==> src/rtl/sha_nonce_dispatcher_if.sv <==
// rtl/sha_nonce_dispatcher_if.sv - job, core and result signal bundle for the nonce dispatcher
interface sha_nonce_dispatcher_if;
  logic         job_valid;
  logic         job_ready;
  logic [255:0] job_midstate;
  logic [95:0]  job_tail;
  logic [31:0]  job_nonce_lo;
  logic [31:0]  job_nonce_hi;
  logic [255:0] job_target;
  logic         abort;
  logic         core_start;
  logic [255:0] core_state;
  logic [511:0] core_msg;
  logic [255:0] core_result;
  logic         core_done;
  logic         busy;
  logic         found;
  logic [31:0]  found_nonce;
  logic [255:0] found_hash;
  logic         exhausted;

  // Dispatcher view: consumes jobs and core results, drives the core and reports results.
  modport master (
    input  job_valid, job_midstate, job_tail, job_nonce_lo, job_nonce_hi, job_target, abort,
    input  core_result, core_done,
    output job_ready, core_start, core_state, core_msg,
    output busy, found, found_nonce, found_hash, exhausted
  );

  // Environment view: job source, compression core and result sink.
  modport slave (
    output job_valid, job_midstate, job_tail, job_nonce_lo, job_nonce_hi, job_target, abort,
    output core_result, core_done,
    input  job_ready, core_start, core_state, core_msg,
    input  busy, found, found_nonce, found_hash, exhausted
  );
endinterface

==> src/rtl/sha_nonce_dispatcher.sv <==
// rtl/sha_nonce_dispatcher.sv - double SHA-256 nonce search sequencer driving one compression core
module sha_nonce_dispatcher #(
  parameter logic [255:0] SHA_IV  = 256'h6a09e667bb67ae853c6ef372a54ff53a510e527f9b05688c1f83d9ab5be0cd19,
  parameter int           NONCE_W = 32
) (
  input logic                 clk,
  input logic                 rst,
  sha_nonce_dispatcher_if.master bus
);

  typedef enum logic [2:0] {
    S_IDLE    = 3'd0,
    S_P1_GO   = 3'd1,
    S_P1_ARM  = 3'd2,
    S_P1_WAIT = 3'd3,
    S_P2_GO   = 3'd4,
    S_P2_ARM  = 3'd5,
    S_P2_WAIT = 3'd6,
    S_CHECK   = 3'd7
  } state_t;

  // Cycles to wait for an abandoned core run before a new pass may start.
  localparam logic [6:0] DRAIN_LAST = 7'd69;

  state_t state, state_n;

  logic [255:0]         midstate_r;
  logic [95:0]          tail_r;
  logic [NONCE_W-1:0]   nonce_hi_r;
  logic [255:0]         target_r;
  logic [NONCE_W-1:0]   nonce_r;
  logic [255:0]         hash1_r;
  logic [255:0]         hash2_r;

  logic                 core_start_r;
  logic [255:0]         core_state_r;
  logic [511:0]         core_msg_r;
  logic                 found_r;
  logic [NONCE_W-1:0]   found_nonce_r;
  logic [255:0]         found_hash_r;
  logic                 exhausted_r;

  // Set when an abort left the core mid-run; blocks the next pass-1 start.
  logic                 drain_r;
  logic [6:0]           drain_cnt_r;

  logic                 start_go;
  logic                 hit;
  logic                 abort_now;
  logic                 core_in_flight;

  assign hit            = (hash2_r <= target_r);
  assign abort_now      = bus.abort && (state != S_IDLE);
  assign core_in_flight = (state == S_P1_ARM) || (state == S_P1_WAIT) ||
                          (state == S_P2_ARM) || (state == S_P2_WAIT);

  assign bus.job_ready   = (state == S_IDLE);
  assign bus.busy        = (state != S_IDLE);
  assign bus.core_start  = core_start_r;
  assign bus.core_state  = core_state_r;
  assign bus.core_msg    = core_msg_r;
  assign bus.found       = found_r;
  assign bus.found_nonce = found_nonce_r;
  assign bus.found_hash  = found_hash_r;
  assign bus.exhausted   = exhausted_r;

  // State register.
  always_ff @(posedge clk or posedge rst) begin
    if (rst) begin
      state <= S_IDLE;
    end else begin
      state <= state_n;
    end
  end

  // Next-state decode; start_go marks the GO cycles that actually launch the core.
  always_comb begin
    state_n  = state;
    start_go = 1'b0;
    case (state)
      S_IDLE: begin
        if (bus.job_valid) state_n = S_P1_GO;
      end
      S_P1_GO: begin
        if (!drain_r) begin
          start_go = 1'b1;
          state_n  = S_P1_ARM;
        end
      end
      S_P1_ARM:  state_n = S_P1_WAIT;
      S_P1_WAIT: begin
        if (bus.core_done) state_n = S_P2_GO;
      end
      S_P2_GO: begin
        start_go = 1'b1;
        state_n  = S_P2_ARM;
      end
      S_P2_ARM:  state_n = S_P2_WAIT;
      S_P2_WAIT: begin
        if (bus.core_done) state_n = S_CHECK;
      end
      S_CHECK: begin
        if (nonce_r == nonce_hi_r) state_n = S_IDLE;
        else                       state_n = S_P1_GO;
      end
      default: state_n = S_IDLE;
    endcase
    if (abort_now) begin
      state_n  = S_IDLE;
      start_go = 1'b0;
    end
  end

  // Job latch, core launch registers, hash capture and result reporting.
  always_ff @(posedge clk or posedge rst) begin
    if (rst) begin
      midstate_r    <= '0;
      tail_r        <= '0;
      nonce_hi_r    <= '0;
      target_r      <= '0;
      nonce_r       <= '0;
      hash1_r       <= '0;
      hash2_r       <= '0;
      core_start_r  <= 1'b0;
      core_state_r  <= '0;
      core_msg_r    <= '0;
      found_r       <= 1'b0;
      found_nonce_r <= '0;
      found_hash_r  <= '0;
      exhausted_r   <= 1'b0;
    end else begin
      core_start_r <= start_go;
      found_r      <= 1'b0;
      exhausted_r  <= 1'b0;

      if (state == S_IDLE && bus.job_valid) begin
        midstate_r <= bus.job_midstate;
        tail_r     <= bus.job_tail;
        nonce_hi_r <= bus.job_nonce_hi;
        target_r   <= bus.job_target;
        nonce_r    <= bus.job_nonce_lo;
      end

      if (start_go && state == S_P1_GO) begin
        core_state_r <= midstate_r;
        core_msg_r   <= {tail_r, nonce_r, 32'h80000000, 288'h0, 64'd640};
      end

      if (start_go && state == S_P2_GO) begin
        core_state_r <= SHA_IV;
        core_msg_r   <= {hash1_r, 32'h80000000, 160'h0, 64'd256};
      end

      if (state == S_P1_WAIT && bus.core_done) hash1_r <= bus.core_result;
      if (state == S_P2_WAIT && bus.core_done) hash2_r <= bus.core_result;

      if (state == S_CHECK && !abort_now) begin
        if (hit) begin
          found_r       <= 1'b1;
          found_nonce_r <= nonce_r;
          found_hash_r  <= hash2_r;
        end
        if (nonce_r == nonce_hi_r) exhausted_r <= 1'b1;
        else                       nonce_r     <= nonce_r + 1'b1;
      end
    end
  end

  // Track an abandoned core run until it reports done or the drain window expires.
  always_ff @(posedge clk or posedge rst) begin
    if (rst) begin
      drain_r     <= 1'b0;
      drain_cnt_r <= '0;
    end else if (abort_now && core_in_flight) begin
      drain_r     <= 1'b1;
      drain_cnt_r <= '0;
    end else if (drain_r) begin
      if (bus.core_done || drain_cnt_r == DRAIN_LAST) begin
        drain_r     <= 1'b0;
        drain_cnt_r <= '0;
      end else begin
        drain_cnt_r <= drain_cnt_r + 7'd1;
      end
    end
  end

endmodule

==> src/flat_wrapper.sv <==
// flat-port wrapper written by rule: the top's interface ports become plain ports
module sha_nonce_dispatcher_flat 
#(
  parameter logic [255:0] SHA_IV  = 256'h6a09e667bb67ae853c6ef372a54ff53a510e527f9b05688c1f83d9ab5be0cd19,
  parameter int           NONCE_W = 32
)
  (clk, rst, bus_job_valid, bus_job_midstate, bus_job_tail, bus_job_nonce_lo, bus_job_nonce_hi, bus_job_target, bus_abort, bus_core_result, bus_core_done, bus_job_ready, bus_core_start, bus_core_state, bus_core_msg, bus_busy, bus_found, bus_found_nonce, bus_found_hash, bus_exhausted);
  sha_nonce_dispatcher_if bus_i ();
  input logic clk;
  input logic rst;
  input wire logic [$bits(bus_i.job_valid)-1:0] bus_job_valid;
  input wire logic [$bits(bus_i.job_midstate)-1:0] bus_job_midstate;
  input wire logic [$bits(bus_i.job_tail)-1:0] bus_job_tail;
  input wire logic [$bits(bus_i.job_nonce_lo)-1:0] bus_job_nonce_lo;
  input wire logic [$bits(bus_i.job_nonce_hi)-1:0] bus_job_nonce_hi;
  input wire logic [$bits(bus_i.job_target)-1:0] bus_job_target;
  input wire logic [$bits(bus_i.abort)-1:0] bus_abort;
  input wire logic [$bits(bus_i.core_result)-1:0] bus_core_result;
  input wire logic [$bits(bus_i.core_done)-1:0] bus_core_done;
  output wire logic [$bits(bus_i.job_ready)-1:0] bus_job_ready;
  output wire logic [$bits(bus_i.core_start)-1:0] bus_core_start;
  output wire logic [$bits(bus_i.core_state)-1:0] bus_core_state;
  output wire logic [$bits(bus_i.core_msg)-1:0] bus_core_msg;
  output wire logic [$bits(bus_i.busy)-1:0] bus_busy;
  output wire logic [$bits(bus_i.found)-1:0] bus_found;
  output wire logic [$bits(bus_i.found_nonce)-1:0] bus_found_nonce;
  output wire logic [$bits(bus_i.found_hash)-1:0] bus_found_hash;
  output wire logic [$bits(bus_i.exhausted)-1:0] bus_exhausted;
  assign bus_i.job_valid = bus_job_valid;
  assign bus_i.job_midstate = bus_job_midstate;
  assign bus_i.job_tail = bus_job_tail;
  assign bus_i.job_nonce_lo = bus_job_nonce_lo;
  assign bus_i.job_nonce_hi = bus_job_nonce_hi;
  assign bus_i.job_target = bus_job_target;
  assign bus_i.abort = bus_abort;
  assign bus_i.core_result = bus_core_result;
  assign bus_i.core_done = bus_core_done;
  assign bus_job_ready = bus_i.job_ready;
  assign bus_core_start = bus_i.core_start;
  assign bus_core_state = bus_i.core_state;
  assign bus_core_msg = bus_i.core_msg;
  assign bus_busy = bus_i.busy;
  assign bus_found = bus_i.found;
  assign bus_found_nonce = bus_i.found_nonce;
  assign bus_found_hash = bus_i.found_hash;
  assign bus_exhausted = bus_i.exhausted;
  sha_nonce_dispatcher #(.SHA_IV(SHA_IV), .NONCE_W(NONCE_W)) u_core (.clk(clk), .rst(rst), .bus(bus_i));
endmodule
==> config.mk <==
export PLATFORM = sky130hd
export DESIGN_NAME = sha_nonce_dispatcher_flat
export DESIGN_NICKNAME = d
export VERILOG_FILES = /design/src/rtl/sha_nonce_dispatcher_if.sv /design/src/rtl/sha_nonce_dispatcher.sv /design/src/flat_wrapper.sv
export SDC_FILE = /design/constraint.sdc
export NUM_CORES = 2
export LEC_CHECK = 0
export ABC_AREA = 0
export BUFFER_PORTS_ARGS = -buffer_cell sky130_fd_sc_hd__buf_2
export CORE_AREA = 2 2 767 769
export DETAILED_ROUTE_END_ITERATION = 10
export DIE_AREA = 0 0 769 771
export SYNTH_ARGS = -nofsm -noshare
export SYNTH_HDL_FRONTEND = slang
export SYNTH_SLANG_ARGS = --single-unit
==> constraint.sdc <==
create_clock -name clk -period 71.1 [get_ports clk]
set_input_delay 14.22 -clock clk [delete_from_list [all_inputs] [get_ports clk]]
set_output_delay 14.22 -clock clk [all_outputs]
set_load 0.05 [all_outputs]
# Yosys cells after proc, flatten, opt, wreduce, memory -nomap -nowiden
# Index checks and enable logic that the tools add are counted.
[op_classes] reduce_logical=19 addsub=2 muxes=27 div=0 mul=0 bitwise_logic=0 n_shift=0 order_cmp=1 n_eq_ne=13
[ops] operator="2-to-1 mux 512 bit" count=2
[ops] operator="2-to-1 mux 256 bit" count=2
[ops] operator="less-or-equal comparator 256 bit" count=1
[ops] operator="2-to-1 mux 32 bit" count=3
[ops] operator="adder 32 x 1 -> 32 bit (second input constant)" count=1
[ops] operator="equality test 32 bit" count=1
[ops] operator="case mux 3 bit (8 select lines)" count=1
[ops] operator="2-to-1 mux 7 bit" count=3
[ops] operator="2-to-1 mux 3 bit" count=5
[ops] operator="equality test 3 bit (second input constant)" count=4
[ops] operator="2-to-1 mux 1 bit" count=10
[ops] operator="inequality test 3 x 2 -> 1 bit (second input constant)" count=3
[ops] operator="logical AND 1 bit" count=8
[ops] operator="adder 7 x 1 -> 7 bit (second input constant)" count=1
[ops] operator="equality test 7 bit (second input constant)" count=1
[ops] operator="equality test 3 x 2 -> 1 bit (second input constant)" count=2
[ops] operator="logical OR 1 bit" count=4
[ops] operator="AND reduction 4 bit" count=1
[ops] operator="nonzero test 2 bit" count=2
[ops] operator="equality test 3 x 1 -> 1 bit (second input constant)" count=1
[ops] operator="zero test 3 bit" count=1
[ops] operator="inequality test 3 bit (second input constant)" count=1
[ops] operator="nonzero test 3 bit" count=1
[ops] operator="case mux 1 bit (2 select lines)" count=1
[ops] operator="2 further kinds" count=2
[word_totals] latch_bits=0 ram_bits=0 input_bits=933 reg_bits=2254 rom_bits=0 mem_count=0

# Depth between registers and ports, before layout
[logic_depth] word_depth=6 mapped_depth=13 depth_no_buf=10

# Least setup slack after synthesis
# Ideal clock, no wire load.
[synth_path] kind="input to register" from="in bus_abort" to="reg u_core.found_hash_r[0] (netlist: u_core.bus.found_hash[0])" arrival_time_ns=16.316 path_slack_ns=54.658 setup_ns=0.125 required_ns=70.975 stages=11 path_cell_list="nand3b_1 -> a2111o_1 -> a221oi_1 -> a21oi_1 -> a21oi_1 -> o2111ai_1 -> o31ai_1 -> buf_6 -> buf_12 -> buf_12 -> mux2_4"
[synth_via] elab_chain_len=4
[synth_lines] item="start, declared" line="flat_wrapper.sv:17" source="input wire logic [$bits(bus_i.abort)-1:0] bus_abort;"
[synth_lines] item="logical AND 1 bit" line="sha_nonce_dispatcher.sv:53" source="assign abort_now = bus.abort && (state != S_IDLE);"
[synth_lines] item="zero test 1 bit" line="sha_nonce_dispatcher.sv:157" source="if (state == S_CHECK && !abort_now) begin"
[synth_lines] item="logical AND 1 bit" line="sha_nonce_dispatcher.sv:157"
[synth_lines] item="AND reduction 2 bit (no line)"
[synth_lines] item="end signal, assigned" line="sha_nonce_dispatcher.sv:161" source="found_hash_r <= hash2_r;"
[synth_lines] item="end, declared" line="sha_nonce_dispatcher.sv:40" source="logic [255:0] found_hash_r;"
# Every way passes these cells.
# A chain may end at the register's enable or synchronous reset.

# Worst setup path in the final report
[layout_path] from="in bus_abort" to="reg u_core.found_hash_r[189] (netlist: u_core.bus.found_hash[189])"
# Same word-level chain as after synthesis.

==> impl_metrics.env <==
export IMPL_syn_area_per_cell_um2=10.8
export IMPL_clockRootBuffer="clkbuf_16"
export IMPL_clk_pin_slew_worst_paths_ns=0.06
export IMPL_syn_inst=7904
export IMPL_drv_slew=0
export IMPL_required_ns=71.92
export IMPL_period_share_pct=26.4
export IMPL_p_per_area_nw_per_um2=54.1
export IMPL_clock_latency_ns=0.99
export IMPL_drt_wl_total_mm=485
export IMPL_rsz0062_at_grt="false"
export IMPL_die_height_um=771
export IMPL_io_pins=1994
export IMPL_grt_antenna_before_repair=350
export IMPL_worstMarginPinSlew_ns=1.42
export IMPL_ir_worst_vdd_uv=37.7
export IMPL_rr_startpoint="u_core.hash2_r[204]"
export IMPL_gr_usage_all_layers_pct=15.7
export IMPL_synth_area_um2=85300
export IMPL_yosys_cell_types_count=64
export IMPL_worst_endpoint_arrival_ns=19.56
export IMPL_fmax_mhz=53.3
export IMPL_port_buffers=1741
export IMPL_num_rows=281
export IMPL_synthArstFlopShare_pct=100
export IMPL_outcome="finished, final reports clean"
export IMPL_synth_edf_count=0
export IMPL_critPathMaxFanout=53
export IMPL_dieWidth_um=769
export IMPL_syn_to_final_growth_pct=30.0
export IMPL_via_per_inst=3.75
export IMPL_die_area_um2=593000
export IMPL_firstDrtPassIters=6
export IMPL_grt_max_degree=191
export IMPL_cts_hold_buffers_added=0
export IMPL_critical_path_class="primary input to flop"
export IMPL_finalHoldViolCount=0
export IMPL_grt_pass1_vias=65200
export IMPL_yosys_warnings=0
export IMPL_yosysSeqAreaShare_pct=58.7
export IMPL_htree_num_levels=4
export IMPL_drtIter0Drc=5400
export IMPL_cts_sinks=2000
export IMPL_tns_ns=0
export IMPL_endpoint="u_core.bus.found_hash[189]"
export IMPL_vias=67000
export IMPL_hold_path_class="flop to flop"
export IMPL_drv_cap=0
export IMPL_start_util_pct=14.6
export IMPL_setup_viol=0
export IMPL_ys_dominant_reg_cell="dfrtp_1"
export IMPL_dp_hpwl_mm=391
export IMPL_min_period_ns=18.75
export IMPL_cts_tree="done"
export IMPL_core_um2=584000
export IMPL_routabilityCongestion=0.967
export IMPL_rr_endpoint="u_core.bus.found_hash[189]"
export IMPL_nNetsFinal=10700
export IMPL_cts_resized=0
export IMPL_fillers=64800
export IMPL_regToRegSetupSlack_ns=63.90
export IMPL_drc_errors=0
export IMPL_cts_buffer_depth=4
export IMPL_drive_gt1_share_pct=31.3
export IMPL_reg2reg_depth=13
export IMPL_wire_per_inst_um=27.1
export IMPL_cts_setup_buffers=0
export IMPL_synth_seq_cells=2000
export IMPL_power_total_w=0.00600
export IMPL_skew_ns=0.103
export IMPL_p_leak_nw=54.7
export IMPL_antenna_left=0
export IMPL_cp_end_kind="flop"
export IMPL_relSlewSlack_pct=5.44
export IMPL_start_kind="primary input"
export IMPL_grt_ovfl_total=0
export IMPL_grt_pass1_wl_mm=624
export IMPL_cp_startpoint="bus_abort"
export IMPL_cts_buffers=234
[critical path, cell delays in order]
cell and delay (ns):
buf_2 0.13, nand3b_1 0.16, buf_4 0.23, a2111o_1 0.33
a221oi_1 0.28, a21oi_1 0.11, a21oi_1 0.51, o2111ai_1 0.29
o31ai_4 0.37, buf_4 0.75, buf_4 0.76, buf_4 0.73
mux2_2 0.41
[cell usage in the layout, fill, tap and decap left out, types with 8 or more instances in the layout]
master	count
o21ai_0	570
bufinv_16	26
buf_12	14
nor3_1	15
clkbuf_16	237
clkbuf_8	48
mux2_4	209
ha_1	263
nand3_1	159
a211oi_1	20
diode_2	352
a21o_1	22
inv_8	8
a22oi_1	129
dfrtp_1	2000
xnor2_1	34
inv_1	270
nor2_1	76
nand4_1	64
inv_6	9
and3_1	10
clkinv_2	38
buf_2	1741
clkbuf_1	40
conb_1	252
nand2_1	2534
and4_1	8
a21oi_1	126
mux2_2	591
buf_4	80
[per-stage QoR]
step	instance area (um2)	std cells	hold slack, ns	worst slack, ns	utilization (%)
finish	111000	17900	0.425	52.35	19.0
global route	111000	17800	0.453	51.97	18.9
CTS	110000	17500	0.408	52.12	18.8
detailed placement	102000	17100	0.449	51.08	17.4
global placement	102000	17100	0.445	51.09	17.4
floorplan	86200	8155	0.439	0.391	-
[cells in the mapped netlist, types with 5 or more instances]
cell type / count / area [um2]
a21o_1: 22 / 165
clkbuf_1: 374 / 1400
nor2b_1: 6 / 37.5
a22oi_1: 129 / 968
a211oi_1: 20 / 150
o22ai_1: 7 / 43.8
buf_4: 261 / 1960
and4_1: 8 / 70.1
buf_1: 15 / 56.3
nand2b_1: 6 / 37.5
nand2_1: 2535 / 9520
o211ai_1: 7 / 52.6
mux2_4: 209 / 3140
a311oi_1: 5 / 43.8
buf_12: 22 / 440
a21oi_1: 126 / 631
o31ai_1: 6 / 45.0
dfrtp_1: 2000 / 50000
ha_1: 263 / 3290
nand3_1: 161 / 806
nor2_1: 77 / 289
inv_1: 271 / 1020
o21ai_0: 572 / 2860
a221oi_1: 7 / 61.3
and3_1: 11 / 68.8
a221o_1: 7 / 70.1
nand4_1: 64 / 400
or3_1: 6 / 37.5
nor3_1: 18 / 90.1
xnor2_1: 34 / 298
nor4_1: 7 / 43.8
a31oi_1: 5 / 31.3
mux2_2: 591 / 6660
[where the power goes]
part	internal [W]	switching, W
combinational	0.000702	0.00185
clock	0.000760	0.000552
sequential	0.00167	0.000458
[worst min-delay path by stage]
stage	start	end	slack, ns	cells past startpoint
CTS	u_core.hash1_r[132]	u_core.bus.core_msg[388]	0.41	2
finish	u_core.hash1_r[133]	u_core.bus.core_msg[389]	0.42	2
global route	u_core.hash1_r[132]	u_core.bus.core_msg[388]	0.45	2
detailed placement	u_core.midstate_r[88]	u_core.bus.core_state[88]	0.45	2
global placement	u_core.midstate_r[84]	u_core.bus.core_state[84]	0.44	2
floorplan	u_core.midstate_r[0]	u_core.bus.core_state[0]	0.44	2
[layout make-up]
| cell class | instances | area (um2) | area share (%) |
|---|---|---|---|
| flip-flops and latches | 2000 | 50000 | 45.1 |
| multi-input cells | 5208 | 31400 | 28.3 |
| well taps | 7782 | 9740 | 8.78 |
| repair buffers | 1835 | 9590 | 8.65 |
| clock buffers | 325 | 6740 | 6.08 |
| clock inverters | 104 | 1490 | 1.34 |
| inverters | 272 | 1030 | 0.927 |
| diodes | 352 | 881 | 0.794 |
[cell families (layout without fill, tap and decap cells)]
| logic type | count (synthesis) | count (layout) | share of synthesized area (%) |
|---|---|---|---|
| and+or+nand+nor | 2916 | 2916 | 13.5 |
| DFF | 2000 | 2000 | 58.7 |
| buffers and inverters | 947 | 2536 | 5.76 |
| AOI/OAI and AO/OA | 942 | 942 | 6.32 |
| muxes | 801 | 801 | 11.5 |
| adders and majority gates | 263 | 263 | 3.86 |
| xor gates and xnor gates | 34 | 34 | 0.349 |
| other | 1 | 604 | 0.00440 |
[flip-flops by register name, indices dropped and copies added, names as in the netlist, 3 cells and up]
name / flops
u_core.target_r: 256
u_core.midstate_r: 256
u_core.bus.core_state: 256
u_core.nonce_r: 32
u_core.hash2_r: 256
u_core.bus.core_msg: 258
u_core.bus.found_hash: 256
u_core.state: 3
u_core.bus.found_nonce: 32
u_core.nonce_hi_r: 32
u_core.tail_r: 96
u_core.hash1_r: 256
u_core.drain_cnt_r: 7
[metal layers]
metal | vias up | GRT usage (%) | wire, um
met5 | - | 0 | 1200
met4 | 190 | 8.68 | 30400
met3 | 868 | 6.41 | 50800
met2 | 2914 | 23.9 | 212000
met1 | 33700 | 18.6 | 190000
li1 | 29400 | - | -
No activity file was read; power rests on OpenSTA's default activity.
